==> config.mk <==
export PLATFORM = sky130hd
export DESIGN_NAME = pixel_bridge
export DESIGN_NICKNAME = d
export VERILOG_FILES = /design/src/rtl/pixel_pkg.sv /design/src/rtl/index_tracker.sv /design/src/rtl/pixel_bridge.sv
export SDC_FILE = /design/constraint.sdc
export NUM_CORES = 1
export LEC_CHECK = 0
export ABC_AREA = 0
export CAP_MARGIN = 0
export CORE_ASPECT_RATIO = 0.5
export CORE_MARGIN = 8
export CORE_UTILIZATION = 40
export CTS_CLUSTER_SIZE = 25
export DETAILED_ROUTE_END_ITERATION = 8
export PLACE_DENSITY = 0.82
export SLEW_MARGIN = 30
export SYNTH_ARGS = -nofsm -noshare
export SYNTH_HDL_FRONTEND = slang
export SYNTH_SLANG_ARGS = --single-unit
==> constraint.sdc <==
create_clock -name clk -period 2.29 [get_ports clk]
set_input_delay 0.458 -clock clk [delete_from_list [all_inputs] [get_ports clk]]
set_output_delay 0.458 -clock clk [all_outputs]
set_load 0.05 [all_outputs]
==> src/rtl/pixel_pkg.sv <==
// Shared defaults and FSM state type for the watermark pixel bridge.
package pixel_pkg;

  localparam int unsigned PIX_W_DEF   = 12;
  localparam int unsigned IDX_W_DEF   = 12;
  localparam int unsigned NUM_PIX_DEF = 4096;

  typedef enum logic [1:0] {
    ST_IDLE    = 2'd0,
    ST_ARMED   = 2'd1,
    ST_CAPTURE = 2'd2,
    ST_DONE    = 2'd3
  } state_e;

endpackage

==> src/rtl/index_tracker.sv <==
// Registers the processor's pixel index and flags advances, frame wraps and
// out-of-order steps relative to the previously seen index.
module index_tracker #(
  parameter int unsigned IDX_W   = 12,
  parameter int unsigned NUM_PIX = 4096
) (
  input  logic             clk,
  input  logic             rst_n,
  input  logic [IDX_W-1:0] index,
  output logic [IDX_W-1:0] idx_q,
  output logic             advance,
  output logic             wrap,
  output logic             skip
);

  localparam logic [IDX_W-1:0] LAST_IDX = IDX_W'(NUM_PIX - 1);

  logic [IDX_W-1:0] idx_d;
  logic [IDX_W:0]   idx_inc;

  // Successor is formed one bit wider so the top index never aliases to zero.
  always_comb begin
    idx_d   = index;
    idx_inc = {1'b0, idx_q} + (IDX_W+1)'(1);
    advance = (index != idx_q);
    wrap    = advance && (idx_q == LAST_IDX) && (index == '0);
    skip    = advance && !wrap && ({1'b0, index} != idx_inc);
  end

  always_ff @(posedge clk or negedge rst_n) begin
    if (!rst_n) begin
      idx_q <= '0;
    end else begin
      idx_q <= idx_d;
    end
  end

endmodule

==> src/rtl/pixel_bridge.sv <==
// Pixel port responder: serves source pixels for the processor's index and
// captures each finished result pixel into the framebuffer over one frame.
module pixel_bridge
  import pixel_pkg::*;
#(
  parameter int unsigned PIX_W   = PIX_W_DEF,
  parameter int unsigned IDX_W   = IDX_W_DEF,
  parameter int unsigned NUM_PIX = NUM_PIX_DEF
) (
  input  logic             clk,
  input  logic             rst_n,
  input  logic             start,
  output logic             busy,
  output logic             done,
  input  logic [IDX_W-1:0] index,
  input  logic [PIX_W-1:0] regout_pix,
  output logic [PIX_W-1:0] image_pix,
  output logic [PIX_W-1:0] water_pix,
  output logic [IDX_W-1:0] src_addr,
  input  logic [PIX_W-1:0] img_data,
  input  logic [PIX_W-1:0] wm_data,
  output logic             fb_we,
  output logic [IDX_W-1:0] fb_addr,
  output logic [PIX_W-1:0] fb_data,
  output logic [IDX_W:0]   pix_count,
  output logic             skip_err
);

  localparam logic [IDX_W:0] CNT_MAX = (IDX_W+1)'(NUM_PIX);

  state_e           state_q, state_d;
  logic             busy_q, busy_d;
  logic             done_q, done_d;
  logic             fb_we_q, fb_we_d;
  logic [IDX_W-1:0] fb_addr_q, fb_addr_d;
  logic [PIX_W-1:0] fb_data_q, fb_data_d;
  logic [PIX_W-1:0] image_pix_q, image_pix_d;
  logic [PIX_W-1:0] water_pix_q, water_pix_d;
  logic [IDX_W:0]   pix_count_q, pix_count_d;
  logic             skip_err_q, skip_err_d;

  logic [IDX_W-1:0] idx_q;
  logic             advance;
  logic             wrap;
  logic             skip;

  index_tracker #(
    .IDX_W   (IDX_W),
    .NUM_PIX (NUM_PIX)
  ) u_index_tracker (
    .clk     (clk),
    .rst_n   (rst_n),
    .index   (index),
    .idx_q   (idx_q),
    .advance (advance),
    .wrap    (wrap),
    .skip    (skip)
  );

  // ROM address follows the processor index directly; both ROMs share it.
  assign src_addr = index;

  // Next-state and registered-output logic.
  always_comb begin
    state_d     = state_q;
    fb_we_d     = 1'b0;
    fb_addr_d   = fb_addr_q;
    fb_data_d   = fb_data_q;
    pix_count_d = pix_count_q;
    skip_err_d  = skip_err_q;
    image_pix_d = img_data;
    water_pix_d = wm_data;

    unique case (state_q)
      ST_IDLE: begin
        if (start) begin
          state_d     = ST_ARMED;
          pix_count_d = '0;
          skip_err_d  = 1'b0;
        end
      end
      ST_ARMED: begin
        if (index == '0) begin
          state_d = ST_CAPTURE;
        end
      end
      ST_CAPTURE: begin
        // Each advance retires the pixel just left behind, even on a bad step.
        if (advance) begin
          fb_we_d   = 1'b1;
          fb_addr_d = idx_q;
          fb_data_d = regout_pix;
          if (pix_count_q < CNT_MAX) begin
            pix_count_d = pix_count_q + (IDX_W+1)'(1);
          end
          if (skip) begin
            skip_err_d = 1'b1;
          end
          if (wrap) begin
            state_d = ST_DONE;
          end
        end
      end
      ST_DONE: begin
        state_d = ST_IDLE;
      end
      default: begin
        state_d = ST_IDLE;
      end
    endcase

    busy_d = (state_d == ST_ARMED) || (state_d == ST_CAPTURE);
    done_d = (state_d == ST_DONE);
  end

  always_ff @(posedge clk or negedge rst_n) begin
    if (!rst_n) begin
      state_q     <= ST_IDLE;
      busy_q      <= 1'b0;
      done_q      <= 1'b0;
      fb_we_q     <= 1'b0;
      fb_addr_q   <= '0;
      fb_data_q   <= '0;
      image_pix_q <= '0;
      water_pix_q <= '0;
      pix_count_q <= '0;
      skip_err_q  <= 1'b0;
    end else begin
      state_q     <= state_d;
      busy_q      <= busy_d;
      done_q      <= done_d;
      fb_we_q     <= fb_we_d;
      fb_addr_q   <= fb_addr_d;
      fb_data_q   <= fb_data_d;
      image_pix_q <= image_pix_d;
      water_pix_q <= water_pix_d;
      pix_count_q <= pix_count_d;
      skip_err_q  <= skip_err_d;
    end
  end

  assign busy      = busy_q;
  assign done      = done_q;
  assign fb_we     = fb_we_q;
  assign fb_addr   = fb_addr_q;
  assign fb_data   = fb_data_q;
  assign image_pix = image_pix_q;
  assign water_pix = water_pix_q;
  assign pix_count = pix_count_q;
  assign skip_err  = skip_err_q;

endmodule

==> metrics <==
drt wl/cell=18.93 microns; Final Cycle Share=0.9316; CP Max Fanout=4; Static Leak=2.294 nW; flops & latches, synth=79; GRT Total Usage=0.1775; Starting DRT DRC Count=132; final non-filler cell total=519; PD cells=703.5 nW/um^2; n_diodes=0; vias in the first global route=2736; Reg2Reg Setup Slack=0.28 ns; IO buf count=127; FF-to-FF path depth=6; core area=7971 sq um; area occupied by registers=1977 sq um; Die Y=79.98 microns; CTS tree=yes; status=complete, no violations; final setup fails=0; fin crit period=2.133 ns; syn nets=304; fraction of layout cells with a size suffix above 1=0.2211; Post-synth EDFFs=0; Place WS=-0.1834 ns; Gate power share=0.155; Worst VDD drop=0.3759 mV; Max Cap Viol=0; Worst EP required=2.51 ns; starting density of the core=0.4108; ys async rst share=1.000; clock transition at the registers of the reported paths=0.06 ns; Crit Path Category=primary input to register; placed cells=503; final WL=9823 microns; cell count after synthesis=250; most common cell in the netlist=dfrtp_1; I/O pins=128; fill count=539; Slew @ Worst Pin=0.7159 ns; Primary FF master, synth=dfrtp_1; fin nets=456; Fmax achieved=468.7 MHz; Max-Slew Margin vs Limit=0.5227; area share of the largest cell type after synthesis=0.6037; startpoint types=primary input; RSZ-0062 raised after global routing=no; syn avg cell area=13.10 sq um; H-Tree Depth=3; Clock Path Buffers=2; setup repair bufs after CTS=0; part of the Yosys area used for sequential elements=0.6037; clock share of power=0.446; Post-Synthesis Cell Area=3274 sq um; DRT Pass-1 Iters=4; Seq pwr share=0.399; via count=2577; Fin. Hold Viols=0; Area contributors post-synth=dfrtp_1 60%, mux2_2 8.3%, xnor2_1 4.0%; worst reg2reg startpoint=u_index_tracker.idx_q[3]$_DFF_PN0_; RePlAce Congestion=0.9928; detail-routed via count per cell=4.965; initial antenna violation count=0; yosys warns=0; CP Capture Type=register; min setup slack post-route=0.1566 ns; switching pwr=0.9080 mW; Final ANT Viol Nets=0; post-CTS sizing=0; Power Total=3.707 mW; row count=23; worst hold slack=0.1823 ns; CTS Hold Buffers Added=0; multi-input logic area=1152 sq um; top cells by count, synth=79 x dfrtp_1, 24 x mux2_2, 15 x xnor2_1; RR Endpoint=busy$_DFF_PN0_; pin count of the biggest net entering global routing=58; Die W=144.0 microns; Sink Count=79; Die ar.=11510 sq um; skew final=0.003316 ns; Sw Ratio=0.2450; P_int=2.799 mW; Area Growth Syn to Fin=60.91%; root buf cell=clkbuf_16; Arrival @ worst endpoint=2.35 ns; Hold WC Path Type=primary input to asynchronous set/reset pin; post-synth top area cell=dfrtp_1; first-pass GRT wire length=15380 microns; GRT Residual Overflow=0; Final Max Slew Viols=0; Post-DP HPWL=7345 microns; clk_lat worst skew=0.34 ns; DRC Markers=0; Synth cell types=46; Num CTS Buffers=9
==> sequential cells by signal (all words and copies together) (netlist names) <==
name                   cells
pix_count                 13
fb_addr                   12
fb_data                   12
image_pix                 12
u_index_tracker.idx_q     12
water_pix                 12
state_q                    2
busy                       1
done                       1
fb_we                      1
skip_err                   1
==> worst max path at each step <==
stage | to | start
2_1_floorplan | fb_data[10]$_DFFE_PN0P_ | index[11]
3_3_place_gp | busy$_DFF_PN0_ | index[3]
3_5_place_dp | busy$_DFF_PN0_ | index[5]
4_1_cts | busy$_DFF_PN0_ | index[5]
5_1_grt | busy$_DFF_PN0_ | index[5]
6_report | busy$_DFF_PN0_ | index[5]
==> power groups by stage <==
| stage | registers [mW] | logic [mW] | clock network (mW) |
|---|---|---|---|
| 5_1_grt | 1.49 | 0.602 | 1.75 |
| 2_1_floorplan | 1.62 | 0.141 | 0 |
| 3_5_place_dp | 1.51 | 0.574 | 0 |
| 6_report | 1.48 | 0.575 | 1.65 |
| 3_3_place_gp | 1.50 | 0.561 | 0 |
| 4_1_cts | 1.48 | 0.579 | 1.68 |
==> cell families after synthesis <==
logic type / synth area share
buf+inv: 0.04432
simple gates: 0.1246
fa+ha+maj: 0.01146
flops: 0.6037
mux: 0.08559
compound gates: 0.06076
xor+xnor: 0.06955
==> critical path: stages <==
cell,delay (ns)
clkdlybuf4s50_1,0.52
nor4_1,0.36
nand3_1,0.19
and3b_1,0.27
mux2i_1,0.07
o21ai_0,0.22
ha_1,0.27
==> layout by cell type (no fill, tap or decap), types with 2 or more instances in the layout <==
| cell type | n |
|---|---|
| clkdlybuf4s50_1 | 114 |
| dfrtp_1 | 79 |
| buf_4 | 32 |
| mux2_2 | 24 |
| xnor2_1 | 15 |
| nor2_1 | 14 |
| buf_12 | 13 |
| nand3_1 | 11 |
| xor2_1 | 11 |
| clkbuf_16 | 9 |
| nand2_1 | 8 |
| and4_1 | 6 |
| o21ai_0 | 6 |
| and3_1 | 6 |
| nand4_1 | 5 |
| nor4_1 | 4 |
| nand2b_1 | 3 |
| inv_1 | 3 |
| a21oi_1 | 3 |
| ha_1 | 3 |
| bufinv_16 | 3 |
| and3b_1 | 2 |
| nor2b_1 | 2 |
| nor3b_1 | 2 |
| a31oi_1 | 2 |
| nor3_1 | 2 |
==> layout make-up <==
type,instances,share of cell area
Clock buffer,11,0.04607
Clock inverter,5,0.01971
Inverter,3,0.002137
Multi-Input combinational cell,150,0.2187
Sequential cell,79,0.3752
Tap cell,112,0.02660
Timing Repair Buffer,159,0.3116
==> stage by stage <==
stage                 util  cell area [sq um]  setup TNS, ns
floorplan                -               3274              0
global placement    0.6175               4922       -0.07043
detailed placement  0.6175               4922        -0.7363
CTS                 0.6610               5269              0
global route        0.6610               5269              0
finish              0.6610               5269              0
==> layer usage <==
| layer | vias to the layer above | GRT usage | wire length [microns] | part of all wire |
|---|---|---|---|---|
| met5 | - | 0 | 0 | 0 |
| met4 | 0 | 0.08845 | 329 | 0.033 |
| met3 | 34 | 0.04893 | 513 | 0.052 |
| met2 | 105 | 0.3238 | 5477 | 0.56 |
| met1 | 1262 | 0.1879 | 3502 | 0.36 |
| li1 | 1176 | - | - | - |
Power figures use the tool's default switching activity.
